===== src/rtl/div_arbiter.sv =====
// Round-robin arbiter that shares one start/valid divider among NREQ requesters.
// Handles divide-by-zero locally and aborts an operation if the divider hangs.
module div_arbiter #(
  parameter int NREQ    = 4,
  parameter int TIMEOUT = 31,
  parameter int PTRW    = 2
) (
  input  logic                clk,
  input  logic                reset,
  input  logic [NREQ-1:0]     req,
  input  logic [7*NREQ-1:0]   divisor_bus,
  input  logic [8*NREQ-1:0]   dividend_bus,
  output logic [NREQ-1:0]     grant,
  output logic [NREQ-1:0]     done,
  output logic [7:0]          quotient,
  output logic [6:0]          remainder,
  output logic                err,
  output logic                busy,
  output logic                div_start,
  output logic [6:0]          div_divisor,
  output logic [7:0]          div_dividend,
  input  logic [7:0]          div_quotient,
  input  logic [6:0]          div_remainder,
  input  logic                div_valid
);

  localparam int CW = $clog2(TIMEOUT + 1);
  localparam int SW = PTRW + 1;

  typedef enum logic [2:0] {
    S_IDLE  = 3'd0,
    S_START = 3'd1,
    S_ARM   = 3'd2,
    S_WAIT  = 3'd3,
    S_RESP  = 3'd4
  } state_t;

  state_t            state_q, state_d;
  logic [PTRW-1:0]   ptr_q, ptr_d;
  logic [NREQ-1:0]   grant_q, grant_d;
  logic [NREQ-1:0]   done_q, done_d;
  logic [7:0]        quot_q, quot_d;
  logic [6:0]        rem_q, rem_d;
  logic              err_q, err_d;
  logic              busy_q, busy_d;
  logic              start_q, start_d;
  logic [6:0]        dvsr_q, dvsr_d;
  logic [7:0]        dvnd_q, dvnd_d;
  logic [CW-1:0]     cnt_q, cnt_d;

  logic [PTRW-1:0]   win_s;
  logic              found_s;
  logic [SW-1:0]     cand_s;
  logic [NREQ-1:0]   onehot_s;
  logic [6:0]        dvsr_arr_s [NREQ];
  logic [7:0]        dvnd_arr_s [NREQ];
  logic [6:0]        sel_dvsr_s;
  logic [7:0]        sel_dvnd_s;

  // Round-robin search: first set request strictly after ptr_q, wrapping at NREQ.
  always_comb begin
    win_s   = ptr_q;
    found_s = 1'b0;
    cand_s  = '0;
    for (int k = 1; k <= NREQ; k++) begin
      cand_s = {1'b0, ptr_q} + SW'(k);
      if (cand_s >= SW'(NREQ)) begin
        cand_s = cand_s - SW'(NREQ);
      end else begin
        cand_s = cand_s;
      end
      if (!found_s && req[cand_s[PTRW-1:0]]) begin
        found_s = 1'b1;
        win_s   = cand_s[PTRW-1:0];
      end else begin
        found_s = found_s;
      end
    end
    onehot_s = NREQ'(1'b1) << win_s;
  end

  // Operand unpacking and winner operand mux.
  always_comb begin
    for (int i = 0; i < NREQ; i++) begin
      dvsr_arr_s[i] = divisor_bus[7*i +: 7];
      dvnd_arr_s[i] = dividend_bus[8*i +: 8];
    end
    sel_dvsr_s = dvsr_arr_s[win_s];
    sel_dvnd_s = dvnd_arr_s[win_s];
  end

  // Next-state logic; every output is registered from these _d values.
  always_comb begin
    state_d = state_q;
    ptr_d   = ptr_q;
    grant_d = grant_q;
    done_d  = '0;
    quot_d  = quot_q;
    rem_d   = rem_q;
    err_d   = err_q;
    start_d = 1'b0;
    dvsr_d  = dvsr_q;
    dvnd_d  = dvnd_q;
    cnt_d   = cnt_q;
    case (state_q)
      S_IDLE: begin
        if (found_s) begin
          grant_d = onehot_s;
          ptr_d   = win_s;
          dvsr_d  = sel_dvsr_s;
          dvnd_d  = sel_dvnd_s;
          if (sel_dvsr_s == 7'd0) begin
            quot_d  = 8'hFF;
            rem_d   = 7'h00;
            err_d   = 1'b1;
            done_d  = onehot_s;
            state_d = S_RESP;
          end else begin
            start_d = 1'b1;
            state_d = S_START;
          end
        end else begin
          grant_d = '0;
        end
      end
      S_START: state_d = S_ARM;
      S_ARM: begin
        // div_valid deliberately ignored here to drop a stale valid.
        cnt_d   = '0;
        state_d = S_WAIT;
      end
      S_WAIT: begin
        if (div_valid) begin
          quot_d  = div_quotient;
          rem_d   = div_remainder;
          err_d   = 1'b0;
          done_d  = grant_q;
          state_d = S_RESP;
        end else if (cnt_q == CW'(TIMEOUT)) begin
          quot_d  = 8'hFF;
          rem_d   = 7'h7F;
          err_d   = 1'b1;
          done_d  = grant_q;
          state_d = S_RESP;
        end else begin
          cnt_d = cnt_q + CW'(1);
        end
      end
      S_RESP: begin
        grant_d = '0;
        state_d = S_IDLE;
      end
      default: begin
        grant_d = '0;
        state_d = S_IDLE;
      end
    endcase
    busy_d = (state_d != S_IDLE);
  end

  // State and output registers.
  always_ff @(posedge clk or negedge reset) begin
    if (!reset) begin
      state_q <= S_IDLE;
      ptr_q   <= PTRW'(NREQ - 1);
      grant_q <= '0;
      done_q  <= '0;
      quot_q  <= 8'h00;
      rem_q   <= 7'h00;
      err_q   <= 1'b0;
      busy_q  <= 1'b0;
      start_q <= 1'b0;
      dvsr_q  <= 7'h00;
      dvnd_q  <= 8'h00;
      cnt_q   <= '0;
    end else begin
      state_q <= state_d;
      ptr_q   <= ptr_d;
      grant_q <= grant_d;
      done_q  <= done_d;
      quot_q  <= quot_d;
      rem_q   <= rem_d;
      err_q   <= err_d;
      busy_q  <= busy_d;
      start_q <= start_d;
      dvsr_q  <= dvsr_d;
      dvnd_q  <= dvnd_d;
      cnt_q   <= cnt_d;
    end
  end

  assign grant        = grant_q;
  assign done         = done_q;
  assign quotient     = quot_q;
  assign remainder    = rem_q;
  assign err          = err_q;
  assign busy         = busy_q;
  assign div_start    = start_q;
  assign div_divisor  = dvsr_q;
  assign div_dividend = dvnd_q;

endmodule


===== config.mk =====
export PLATFORM = sky130hd
export DESIGN_NAME = div_arbiter
export DESIGN_NICKNAME = d
export VERILOG_FILES = /design/src/rtl/div_arbiter.sv
export SDC_FILE = /design/constraint.sdc
export NUM_CORES = 1
export LEC_CHECK = 0
export BUFFER_PORTS_ARGS = -buffer_cell sky130_fd_sc_hd__buf_2
export CAP_MARGIN = 15
export CORE_MARGIN = 4
export CORE_UTILIZATION = 47
export CTS_CLUSTER_DIAMETER = 50
export DETAILED_ROUTE_END_ITERATION = 16
export PLACE_DENSITY = 0.8
export SLEW_MARGIN = 20
export SYNTH_ARGS = -nofsm -noshare
export SYNTH_HDL_FRONTEND = slang
export SYNTH_SLANG_ARGS = --single-unit

===== constraint.sdc =====
create_clock -name clk -period 3.4 [get_ports clk]
set_clock_uncertainty 0.1 [all_clocks]
set_input_delay 0.68 -clock clk [delete_from_list [all_inputs] [get_ports clk]]
set_output_delay 0.68 -clock clk [all_outputs]
set_load 0.05 [all_outputs]

== Yosys cells after proc, flatten, opt, wreduce, memory -nomap -nowiden ==
Index checks and enable logic that the tools add are counted.
Widths: inputs -> output; s select.
Word-level totals
  latch bits: 0
  ROM bits: 0
  input bits: 82
  register bits after elaboration: 51
  memories: 0
  output and inout bits: 41
  logic and storage cells: 115
  RAM bits: 0
Cells by class
  div/mod/pow operators: 0
  $mul: 0
  multiplexer cells: 59
  reductions and logical operators: 15
  bitwise operators: 1
  $lt $le $gt $ge: 9
  shift-type cells: 1
  add/sub/neg operators: 9
  equal/unequal tests: 9
Operators with widths (count)
  $mux 8: 6
  $mux 7: 6
  $mux 4: 5
  $bmux 8 s2: 1
  $mux 2: 8
  $pmux 4 s2: 2
  $pmux 8 s2: 1
  $ge 3x3->1 const B: 5
  $mux 1: 15
  $bmux 7 s2: 1
  $pmux 7 s2: 1
  $lt 2x3->1 const B: 4
  $mux 3: 4
  $pmux 3 s4: 1
  $mux 5: 2
  $pmux 5 s2: 1
  $bmux 1 s2: 4
  $ne 2x2->1 const B: 4
  $sub 2x1->2 const B: 4
  $logic_not 7->1: 1
  $add 2x2->3 const B: 2
  $eq 3x2->1 const B: 2
  $add 5x1->5 const B: 1
  $eq 5x5->1 const B: 1
  16 further kinds: 21

== Depth between registers and ports, before layout ==
Gate-level depths: netlist of run 1.
  depth in word-level cells: 24
  mapped depth: 11

== Worst setup path before layout of run 1 ==
No wires, ideal clock.
  kind: input port to flip-flop
  from: input req[3]
  to: register state_q[2]
  data required time: 3.226 ns
  stages on the path: 11
  setup slack: 0.527 ns
  arrival: 2.699 ns
  setup time: 0.074 ns
  path through: nor3_1 a31oi_2 and2_1 buf_6 buf_6 a211oi_1 o22ai_1 or4_1 buf_2 buf_6 a21oi_2
On the way
  cells in the longest elaborated chain, start to end: 20
  elaborated cells on any way between the ends: 30
RTL lines
  start, declared: line 10  | input logic [NREQ-1:0] req,
  $bmux 1 s2: line 72  | if (!found_s && req[cand_s[PTRW-1:0]]) begin
  $mux 1 (implied by the code): line 72
  $mux 1: line 72
  $logic_not 1->1: line 72
  $logic_and 1x1->1: line 72
  $mux 1: line 72
  $logic_not 1->1: line 72
  $logic_and 1x1->1: line 72
  [... 4 more ...]
  $not 2->3 (implied by the code): line 88  | sel_dvsr_s = dvsr_arr_s[win_s];
  $bmux 7 s2: line 88
  $mux 7 (implied by the code) (2 in a row): line 88
  $logic_not 7->1: line 112  | if (sel_dvsr_s == 7'd0) begin
  $mux 3: line 112
  $mux 3 (*): line 107  | if (found_s) begin
  $pmux 3 s4 (*): line 105  | case (state_q)
  named net state_d[2]: line 38  | state_t state_q, state_d;
  end signal, assigned: line 177  | state_q <= state_d;
  end, declared: line 38
The timed path passes the listed nets; every way through them passes the cells marked *. The select of a mux whose other input is x is not followed.
A chain may end at the register's enable or synchronous reset.

== Worst setup path in the final report of run 1 ==
  from: register ptr_q[1]
  to: register rem_q[0], in the netlist remainder[0]
On the way
  cells in the longest elaborated chain, start to end: 22
  elaborated cells on any way between the ends: 46
RTL lines
  start, declared: line 39  | logic [PTRW-1:0] ptr_q, ptr_d;
  start signal, assigned: line 165  | ptr_q <= PTRW'(NREQ - 1);
  start signal, assigned: line 178  | ptr_q <= ptr_d;
  $add 2x1->3: line 66  | cand_s = {1'b0, ptr_q} + SW'(k);
  $ge 3x3->1 / $sub 2x1->2 (equally long branches): line 67, 68
  $mux 2: line 67  | if (cand_s >= SW'(NREQ)) begin
  $bmux 1 s2: line 72
  $mux 1 (implied by the code): line 72
  $mux 1: line 72
  $logic_not 1->1: line 72
  $logic_and 1x1->1: line 72
  [... 5 more ...]
  $logic_and 1x1->1: line 72
  $mux 2: line 72
  $not 2->3 (implied by the code): line 88
  $bmux 7 s2: line 88
  $mux 7 (implied by the code) (2 in a row): line 88
  $logic_not 7->1: line 112
  $ne 2x2->1 (no line)
  $reduce_and 4->1 (no line) (*)
  end signal, assigned: line 182  | rem_q <= rem_d;
  end, declared: line 43  | logic [6:0] rem_q, rem_d;
Mark *: on every way between the ends. The rest lies on a longest branch, timed or not. The select of a mux whose other input is x is not followed.

==> key figures, run 1 <==
Run status
  • Status: completed

Routing
  • Wire per inst: 15.28 um
  • First drt pass iteration count: 4
  • Drt initial violations: 78
  • DRT Wirelength: 7334 um
  • Final ANT Viol Nets: 0
  • Vias/cell: 5.604
  • Via count: 2690
  • DRC viols: 0

Global routing
  • GR Overflow Total: 0
  • All-Layer GR Usage: 0.2116
  • First-pass GRT wire length: 12360 um
  • Largest net degree at the start of global routing: 38
  • Initial antenna violation count: 0
  • Vias in the first global route: 2587

Floorplanning
  • Die area: 7042 um^2
  • Core area: 5540 um^2
  • Cell Rows: 27
  • Die X: 83.92 um
  • Initial Util: 0.4889
  • Top Ports: 123
  • Die Span Y: 83.92 um

CTS
  • CTS max path bufs: 2
  • Root Buffer: clkbuf_8
  • CTS H-Tree Depth: 2
  • CTS tree: done
  • Clk sink count: 51
  • Hold Buf Count CTS: 0
  • Setup repair bufs after CTS: 0
  • CTS Buf Count: 5
  • Clock transition at path regs: 0.09 ns
  • Cts repair resizes: 0
  • Clk_lat worst skew: 0.31 ns

Pwr
  • Pwr/cell area: 1041 nW/um^2
  • VDD IR max: 0.5438 mV
  • Leak: 1.719 nW
  • Tot Pwr: 3.715 mW

STA
  • Setup TNS: 0 ns
  • # setup viols final: 0
  • Worst hold slack: 0.2215 ns
  • Max Freq: 326.3 MHz
  • Worst-margin pin slew: 0.7014 ns
  • Final Hold Vio Count: 0
  • Final period util: 0.9013
  • Final min period: 3.064 ns
  • Fin. max-slew vios: 0
  • RSZ-0062 raised after global routing: false
  • Slew HR: 0.5299

Worst setup path
  • Startpoint Class: flop
  • Crit path kind: reg -> reg
  • Critical R2R Launch: ptr_q[1]$_DFFE_PN1P_
  • CP Cell Sequence: nand2_1 -> a31oi_2 -> buf_4 -> a21boi_1 -> a211oi_1 -> o22ai_1 -> or4_1 -> buf_12 -> a31o_1
  • CP max-delay cell: or4_1
  • CP max stage delay: 0.61 ns
  • Worst Path Arrival: 3.16 ns
  • Setup crit end kind: flop
  • Worst Path Required: 3.50 ns
  • Critical Path Fanout Max: 17
  • Delay-heaviest family, CP: compound AO/OA/AOI/OAI gates
  • CP bufs+invs: 2
  • Worst setup path startpoint: ptr_q[1]$_DFFE_PN1P_

Synthesis
  • Sequential cell area fraction in the yosys report: 0.4721
  • #FFs+latches synth: 51
  • Post-Syn Nets: 366
  • Top-area cell type share of the netlist area: 0.4527
  • Post-synth EDFFs: 0
  • Area contributors post-synth: dfrtp_1, nand2_1, a21oi_1
  • Gate Count Post-Synth: 282
  • Mapped Area: 2709 um^2
  • Syn Area/Cell: 9.606 um^2
  • Top cell type by total area after synthesis: dfrtp_1
  • Top-count cell post-synth: dfrtp_1
  • Async SR Flop Fraction: 1.000
  • Top_reg_cell synth: dfrtp_1
  • Number of distinct library cells after synthesis: 43
  • Yosys warnings: 0
  • Synth top cells by count: dfrtp_1, nand2_1, a21oi_1, nor2_1, o21ai_0

Cells and area
  • Non-Filler Instances: 480
  • Share of layout cells above drive strength 1: 0.4020
  • Diode count: 0
  • Synth-to-layout area growth: 31.69%
  • # fillers: 483
  • Nets: 491
  • Reg area: 1279 um^2
  • Multi-input logic area: 1330 um^2
  • Final instance area: 3567 um^2

Placed design
  • DP Cell Count: 472
  • Cell area after placement: 3455 um^2
  • Gpl congestion: 0.8779
  • Final HPWL DP: 5569 um
  • Port bufs: 122

Hold path
  • Hold/Removal Path Class: in -> async

Job
  • Maxcap violations: 0
==> kinds of logic (layout without fill, tap and decap cells) <==
group | Yosys count | in the layout | share of synthesized area
and+or+nand+nor | 82 | 82 | 0.1455
buffers and inverters | 21 | 147 | 0.03880
DFF | 51 | 51 | 0.4721
AOI/OAI and AO/OA | 122 | 122 | 0.3201
adders and majority gates | 2 | 2 | 0.009236
xor gates and xnor gates | 2 | 2 | 0.006468
muxes | 2 | 2 | 0.007852
==> worst register-to-register path: cells and delay by family, from the launching register on <==
kind | cells | cell delay, ns
compound gates | 5 | 1.12
buf+inv | 2 | 0.43
flops | 1 | 0.60
simple gates | 2 | 0.71
==> sequential cells by signal (all words and copies together), names as in the netlist <==
name	flops
quotient	8
err	1
done	4
busy	1
state_q	3
div_divisor	7
ptr_q	2
cnt_q	5
remainder	7
div_start	1
grant	4
div_dividend	8
==> path summary, 6_finish.rpt <==
check                      cells past startpoint  slack [ns]                    endpoint
max in group asynchronous                      2        2.45        cnt_q[3]$_DFFE_PN0P_
setup reg to reg                               9        0.34    remainder[0]$_DFFE_PN0P_
hold reg to reg                                2        0.39  div_divisor[2]$_DFFE_PN0P_
hold / removal                                 1        0.22    remainder[5]$_DFFE_PN0P_
min in group clk                               2        0.39  div_divisor[2]$_DFFE_PN0P_
setup / recovery                               9        0.34    remainder[0]$_DFFE_PN0P_
==> routing by layer <==
layer | GRT usage | wire length [um] | vias to the layer above
li1 | - | - | 1305
met2 | 0.3500 | 3466 | 112
met4 | 0.03509 | 50 | 0
met1 | 0.2735 | 3122 | 1269
met3 | 0.07206 | 694 | 4
met5 | 0 | 0 | -
==> report_power, final <==
part	internal (mW)	leakage (nW)	switching, mW
sequential	0.871	0.630	0.196
clock	0.219	0.0581	0.204
combinational	0.681	1.03	1.54
total	1.77	1.72	1.94
==> layout make-up <==
class,instances,share of cell area
clock buffer,5,0.01929
multi-input combinational,210,0.3729
tap,72,0.02525
clock inverter,3,0.01228
sequential,51,0.3585
inverter,2,0.002105
timing repair buffer,137,0.2098
==> metrics by stage <==
stage / utilization / setup WS [ns]
floorplan: - / 0.5266
global placement: 0.6190 / 0.1850
detailed placement: 0.6235 / 0.06419
CTS: 0.6439 / 0.3487
global route: 0.6439 / 0.1336
finish: 0.6439 / 0.3355
==> layout by cell type (no fill, tap or decap), types with 8 or more instances in the layout <==
master	count
buf_4	13
nor2_1	20
dfrtp_1	49
a21oi_2	10
o21ai_0	14
a211oi_1	13
nand2b_1	10
o22ai_1	11
nand2_1	30
a22o_1	11
a21boi_0	9
a22oi_1	8
buf_2	122
a21oi_1	20
No activity file was read; power rests on OpenSTA's default activity.
==> run 2, diff against run 1 <==
--- a/config.mk
+++ b/config.mk
@@ -5,13 +5,14 @@
 export SDC_FILE = /design/constraint.sdc
 export NUM_CORES = 1
 export LEC_CHECK = 0
+export ABC_AREA = 1
 export BUFFER_PORTS_ARGS = -buffer_cell sky130_fd_sc_hd__buf_2
 export CAP_MARGIN = 15
 export CORE_MARGIN = 4
-export CORE_UTILIZATION = 47
+export CORE_UTILIZATION = 48
 export CTS_CLUSTER_DIAMETER = 50
 export DETAILED_ROUTE_END_ITERATION = 16
-export PLACE_DENSITY = 0.8
+export PLACE_DENSITY = 0.81
 export SLEW_MARGIN = 20
 export SYNTH_ARGS = -nofsm -noshare
 export SYNTH_HDL_FRONTEND = slang
==> key figures, run 2 <==
Cells and area
  • Fin util: 0.6350
  • Nets: 581
  • Most frequent cells in the layout: nand2_1, buf_2, dfrtp_1
  • Multi-input logic area: 1350 um^2
  • Share of layout cells above drive strength 1: 0.3219
  • # fillers: 499
  • Commonest non-fill, non-tap cell in the layout: nand2_1
  • Diode count: 0
  • Final instance area: 3561 um^2
  • Reg area: 1279 um^2
  • Synth-to-layout area growth: 26.49%

STA
  • Setup TNS: 0 ns
  • Final Hold Vio Count: 0
  • RSZ-0062 raised after global routing: false
  • # setup viols final: 0
  • Slew HR: 0.3413
  • Worst-margin pin slew: 0.9845 ns
  • Final min period: 3.038 ns
  • Final period util: 0.8936
  • Fin. max-slew vios: 0
  • Max Freq: 329.1 MHz

Routing
  • Final ANT Viol Nets: 0
  • Vias/cell: 5.049
  • DRC viols: 0
  • Wire per inst: 13.51 um
  • DRT Wirelength: 7688 um
  • Via count: 2873
  • Drt initial violations: 115
  • First drt pass iteration count: 4

Run status
  • Status: completed

Global routing
  • Largest net degree at the start of global routing: 34
  • Met3 usage: 0.03435
  • GR Overflow Total: 0
  • GR Layer Usage met1: 0.2735
  • All-Layer GR Usage: 0.2123
  • GR Util met2: 0.3651
  • First-pass GRT wire length: 12380 um
  • Vias in the first global route: 2709
  • Most Used Layer, Global Route: met2
  • Initial antenna violation count: 0

Worst setup path
  • Worst Path Required: 3.55 ns
  • CP bufs+invs: 2
  • Setup crit end kind: flop
  • Crit path kind: reg -> reg
  • Startpoint Class: flop
  • Cell mode on critical path: nand2_1
  • Critical R2R Launch: ptr_q[0]$_DFFE_PN1P_
  • Delay-heaviest family, CP: simple AND/OR/NAND/NOR gates
  • FF-to-FF setup slack: 0.36 ns
  • CP max stage delay: 0.68 ns
  • Reg2reg path depth: 18
  • Worst Path Arrival: 3.19 ns
  • Critical Path Fanout Max: 33
  • CP Cell Sequence: inv_6 -> nand2_2 -> nand2_2 -> nand2_1 -> nand2_1 -> nand2_2 -> nand3_2 -> nand2_8 -> inv_1 -> nand2_1 -> nand2_1 -> nand2_1 -> nand2_1 -> nor2_2 -> nand3_4 -> nand2_2 -> nand2_1 -> nand2_1
  • RR Endpoint: quotient[0]$_DFFE_PN0P_
  • CP max-delay cell: dfstp_2
  • CP Depth: 18

Pwr
  • Clock share of power: 0.090
  • Seq pwr share: 0.257
  • Int Pwr: 1.744 mW
  • Combinational fraction of design power: 0.653
  • Sw frac: 0.5709
  • Pwr/cell area: 1141 nW/um^2
  • Tot Pwr: 4.063 mW
  • Leak: 1.954 nW
  • Switching power: 2.320 mW
  • VDD IR max: 0.5733 mV

Synthesis
  • Sequential cell area fraction in the yosys report: 0.4542
  • Top cell type by total area after synthesis: dfrtp_1
  • Top-count cell post-synth: nand2_1
  • Synth top cells by count: nand2_1, dfrtp_1, nand3_1, o21ai_0, inv_1
  • Async SR Flop Fraction: 1.000
  • Mapped Area: 2815 um^2
  • Top-area cell type share of the netlist area: 0.4356
  • Top_reg_cell synth: dfrtp_1
  • Post-synth EDFFs: 0
  • Yosys warnings: 0
  • Post-Syn Nets: 463
  • #FFs+latches synth: 51
  • Area contributors post-synth: dfrtp_1, nand2_1, nand3_1
  • Number of distinct library cells after synthesis: 32
  • Syn Area/Cell: 7.428 um^2
  • Gate Count Post-Synth: 379

Placed design
  • Cell area after placement: 3461 um^2
  • Final HPWL DP: 5854 um
  • Port bufs: 122
  • Gpl congestion: 0.8892

CTS
  • Hold Buf Count CTS: 0
  • CTS max path bufs: 2
  • CTS tree: done
  • Root Buffer: clkbuf_8
  • Clk sink count: 51
  • Setup repair bufs after CTS: 0
  • Clk_lat worst skew: 0.31 ns
  • CTS Buf Count: 5
  • CTS H-Tree Depth: 2
  • Clock transition at path regs: 0.10 ns

Floorplanning
  • Core area: 5608 um^2
  • Die area: 7155 um^2
  • Initial Util: 0.5020
  • Cell Rows: 27
  • Die Span Y: 84.59 um
  • Top Ports: 123
  • Die X: 84.59 um

Job
  • Maxcap violations: 0

Hold path
  • Hold/Removal Path Class: in -> async
## run 2: cell types whose count changed in the layout (fill, tap and decap cells not counted), moves of 7 or more
cell,before,now
nand2_1,30,132
nand3_1,0,48
inv_1,1,22
o21ai_0,14,28
a211oi_1,13,0
a21oi_2,10,0
a22o_1,11,1
nand2b_1,10,0
a21boi_0,9,0
a22oi_1,8,0
a31o_1,7,0
buf_4,13,6
o22ai_1,11,4
## run 2: worst max path at each step
stage | startpoint | end | slack, ns
2_1_floorplan | req[2] | remainder[4]$_DFFE_PN0P_ | 1.05
3_3_place_gp | req[0] | quotient[1]$_DFFE_PN0P_ | 0.41
3_5_place_dp | req[2] | err$_DFFE_PN0P_ | 0.26
4_1_cts | ptr_q[0]$_DFFE_PN1P_ | quotient[0]$_DFFE_PN0P_ | 0.30
5_1_grt | ptr_q[0]$_DFFE_PN1P_ | err$_DFFE_PN0P_ | 0.03
6_report | ptr_q[0]$_DFFE_PN1P_ | quotient[0]$_DFFE_PN0P_ | 0.36
## run 2: power groups by stage
stage               clock [mW]  combinational (mW)  sequential, mW
finish                   0.366                2.65            1.04
global route             0.396                2.91            1.08
CTS                      0.374                2.65            1.05
detailed placement           0                2.64            1.05
global placement             0                2.58            1.05
floorplan                    0                1.38            1.74
## run 2: what timing repair did
item / CTS / global route
resized for setup: 0 / 1
endpoints found under the hold margin: 0 / 0
endpoints found under the setup margin: 0 / 10
## run 2: metal layers
| layer | routed length [um] | vias up |
|---|---|---|
| met5 | 0 | - |
| met4 | 119 | 0 |
| met3 | 497 | 8 |
| met2 | 3811 | 93 |
| met1 | 3259 | 1301 |
| li1 | - | 1471 |
## run 2: cell type report
class	instances	area share
Multi-Input combinational cell	287	0.3791
Clock inverter	1	0.002460
Tap cell	72	0.02530
Clock buffer	6	0.02319
Inverter	24	0.02670
Sequential cell	51	0.3591
Timing Repair Buffer	128	0.1841
## run 2: kinds of logic (layout without fill, tap and decap cells)
family	count (synthesis)	count (layout)	share of synthesized area
compound gates	58	58	0.1098
flops	51	51	0.4542
buf+inv	41	159	0.06933
fa+ha+maj	2	2	0.008887
simple gates	227	227	0.3578
## run 2: metrics by stage
step	setup WS, ns	cells	hold WS [ns]
after floorplan	1.054	379	0.2844
after global placement	0.4113	562	0.3609
after detailed placement	0.2608	562	0.3675
after CTS	0.3040	569	0.2838
after global routing	0.03091	569	0.3099
final	0.3616	569	0.2714
==> run 3, diff against run 2 <==
==> constraint.sdc (replaced) <==
create_clock -name clk -period 3.4 [get_ports clk]
set_clock_uncertainty 0.1 [all_clocks]
set_input_delay 0 -clock clk [delete_from_list [all_inputs] [get_ports clk]]
set_output_delay 0 -clock clk [all_outputs]
set_load 0.05 [all_outputs]
==> key figures, run 3 (same netlist as run 2, synthesis figures left out) <==
STA
  • Slew HR: 0.3962
  • Max Freq: 321.9 MHz
  • RSZ-0062 raised after global routing: false
  • Final min period: 3.107 ns
  • Final setup margin: 0.2934 ns
  • Worst-margin pin slew: 0.9023 ns
  • Worst hold slack: 0.005565 ns
  • Fin. max-slew vios: 0
  • Final period util: 0.9137
  • # setup viols final: 0
  • Setup TNS: 0 ns
  • Final Hold Vio Count: 0

Hold path
  • Hold path depth: 5
  • Hold/Removal Path Class: in -> reg

CTS
  • Setup repair bufs after CTS: 0
  • CTS Buf Count: 5
  • CTS max path bufs: 2
  • Clk sink count: 51
  • CTS tree: done
  • CTS H-Tree Depth: 2
  • Root Buffer: clkbuf_8
  • Clock transition at path regs: 0.09 ns
  • Clk_lat worst skew: 0.30 ns

Worst setup path
  • Setup crit end kind: flop
  • Reg2reg path depth: 15
  • Worst Path Required: 3.49 ns
  • Cell mode on critical path: nand2_1
  • CP max stage delay: 0.66 ns
  • Crit path kind: reg -> reg
  • Worst Path Arrival: 3.20 ns
  • Critical Path Fanout Max: 33
  • CP max-delay cell: dfstp_2
  • CP Cell Sequence: inv_6 -> nand2_2 -> nand2_2 -> nand2_1 -> nand2_1 -> nand2_2 -> nand3_2 -> nand2_8 -> inv_1 -> buf_4 -> nand2_1 -> a21oi_1 -> o21ai_0 -> dlygate4sd3_1 -> nand2_1
  • Startpoint Class: flop

Floorplanning
  • Cell Rows: 27
  • Die Span Y: 84.59 um
  • Initial Util: 0.5020
  • Die area: 7155 um^2
  • Core area: 5608 um^2
  • Die X: 84.59 um
  • Top Ports: 123

Job
  • Maxcap violations: 0

Placed design
  • Cell area after placement: 3438 um^2
  • Place WS: 0.3062 ns
  • Port bufs: 122
  • Final HPWL DP: 5697 um
  • Gpl congestion: 0.9272
  • DP Cell Count: 559

Routing
  • DRT Wirelength: 8232 um
  • First drt pass iteration count: 4
  • Via count: 3133
  • Final ANT Viol Nets: 0
  • WL met3: 451 um
  • Vias/cell: 5.239
  • WL met1: 3336 um
  • Wire per inst: 13.77 um
  • DRC viols: 0
  • Top layer in use: met4
  • Drt initial violations: 195
  • WL met2: 4219 um

Global routing
  • All-Layer GR Usage: 0.2275
  • First-pass GRT wire length: 13360 um
  • Initial antenna violation count: 0
  • GR Overflow Total: 0
  • Largest net degree at the start of global routing: 52
  • Vias in the first global route: 2999

Cells and area
  • Reg area: 1279 um^2
  • # fillers: 486
  • Synth-to-layout area growth: 36.84%
  • Diode count: 0
  • Nets: 610
  • Share of layout cells above drive strength 1: 0.2985
  • Multi-input logic area: 1350 um^2
  • Final instance area: 3852 um^2
  • Commonest non-fill, non-tap cell in the layout: nand2_1
  • Most frequent cells in the layout: nand2_1, buf_2, dfrtp_1
  • Non-Filler Instances: 598
  • Fin util: 0.6870

Pwr
  • Tot Pwr: 4.095 mW
  • Sw frac: 0.5706
  • Pwr/cell area: 1063 nW/um^2
  • Seq pwr share: 0.256
  • Leak: 2.060 nW
  • Switching power: 2.337 mW
  • Int Pwr: 1.758 mW
  • Combinational fraction of design power: 0.663
  • Clock share of power: 0.081
  • VDD IR max: 0.6112 mV

Run status
  • Status: completed
==> run 3: changes by cell type in the layout (fill, tap and decap cells not counted), sizes merged <==
| cell | before | now |
|---|---|---|
| dlygate4sd3 | 0 | 32 |
| inv | 25 | 24 |
| clkbuf | 6 | 5 |
| buf | 128 | 125 |
| clkinv | 0 | 2 |
==> run 3: worst paths after layout <==
| path | startpoint | end | slack [ns] |
|---|---|---|---|
| max in group asynchronous | reset | cnt_q[0]$_DFFE_PN0P_ | 2.61 |
| setup / recovery | ptr_q[0]$_DFFE_PN1P_ | div_dividend[3]$_DFFE_PN0P_ | 0.29 |
| setup reg to reg | ptr_q[0]$_DFFE_PN1P_ | div_dividend[3]$_DFFE_PN0P_ | 0.29 |
| hold / removal | dividend_bus[6] | div_dividend[6]$_DFFE_PN0P_ | 0.006 |
| hold reg to reg | div_divisor[2]$_DFFE_PN0P_ | div_divisor[2]$_DFFE_PN0P_ | 0.39 |
| min in group asynchronous | reset | remainder[6]$_DFFE_PN0P_ | 0.17 |
==> run 3: final cells by class <==
type                    instances  share of cell area
flip-flops and latches         51              0.3319
multi-input cells             287              0.3504
repair buffers                157              0.2481
inverters                      24             0.02468
well taps                      72             0.02338
clock buffers                   5             0.01786
clock inverters                 2            0.003573
==> run 3: routing by layer <==
metal,global-route usage,vias to the layer above
li1,-,1530
met1,0.2767,1470
met2,0.4064,110
met3,0.03238,23
met4,0.08489,0
met5,0,-
==> run 3: critical path, delay by kind of cell, from the launching register on <==
kind | cells | cell delay, ns
flip-flops | 1 | 0.66
AND/OR/NAND/NOR | 9 | 1.07
AO/OA/AOI/OAI | 2 | 0.21
buffers and inverters | 4 | 0.95
==> run 3: power by group through the flow <==
| stage | clock [mW] | sequential (mW) | combinational (mW) |
|---|---|---|---|
| after floorplan | 0 | 1.74 | 1.38 |
| final | 0.331 | 1.05 | 2.72 |
| after global routing | 0.365 | 1.08 | 2.97 |
| after detailed placement | 0 | 1.05 | 2.63 |
| after CTS | 0.340 | 1.04 | 2.70 |
| after global placement | 0 | 1.04 | 2.58 |
==> run 3: timing repair <==
action                     CTS  global route
hold buffers                32             0
hold endpoints to repair    74             0
setup endpoints to repair    0            10
resized for setup            0             1
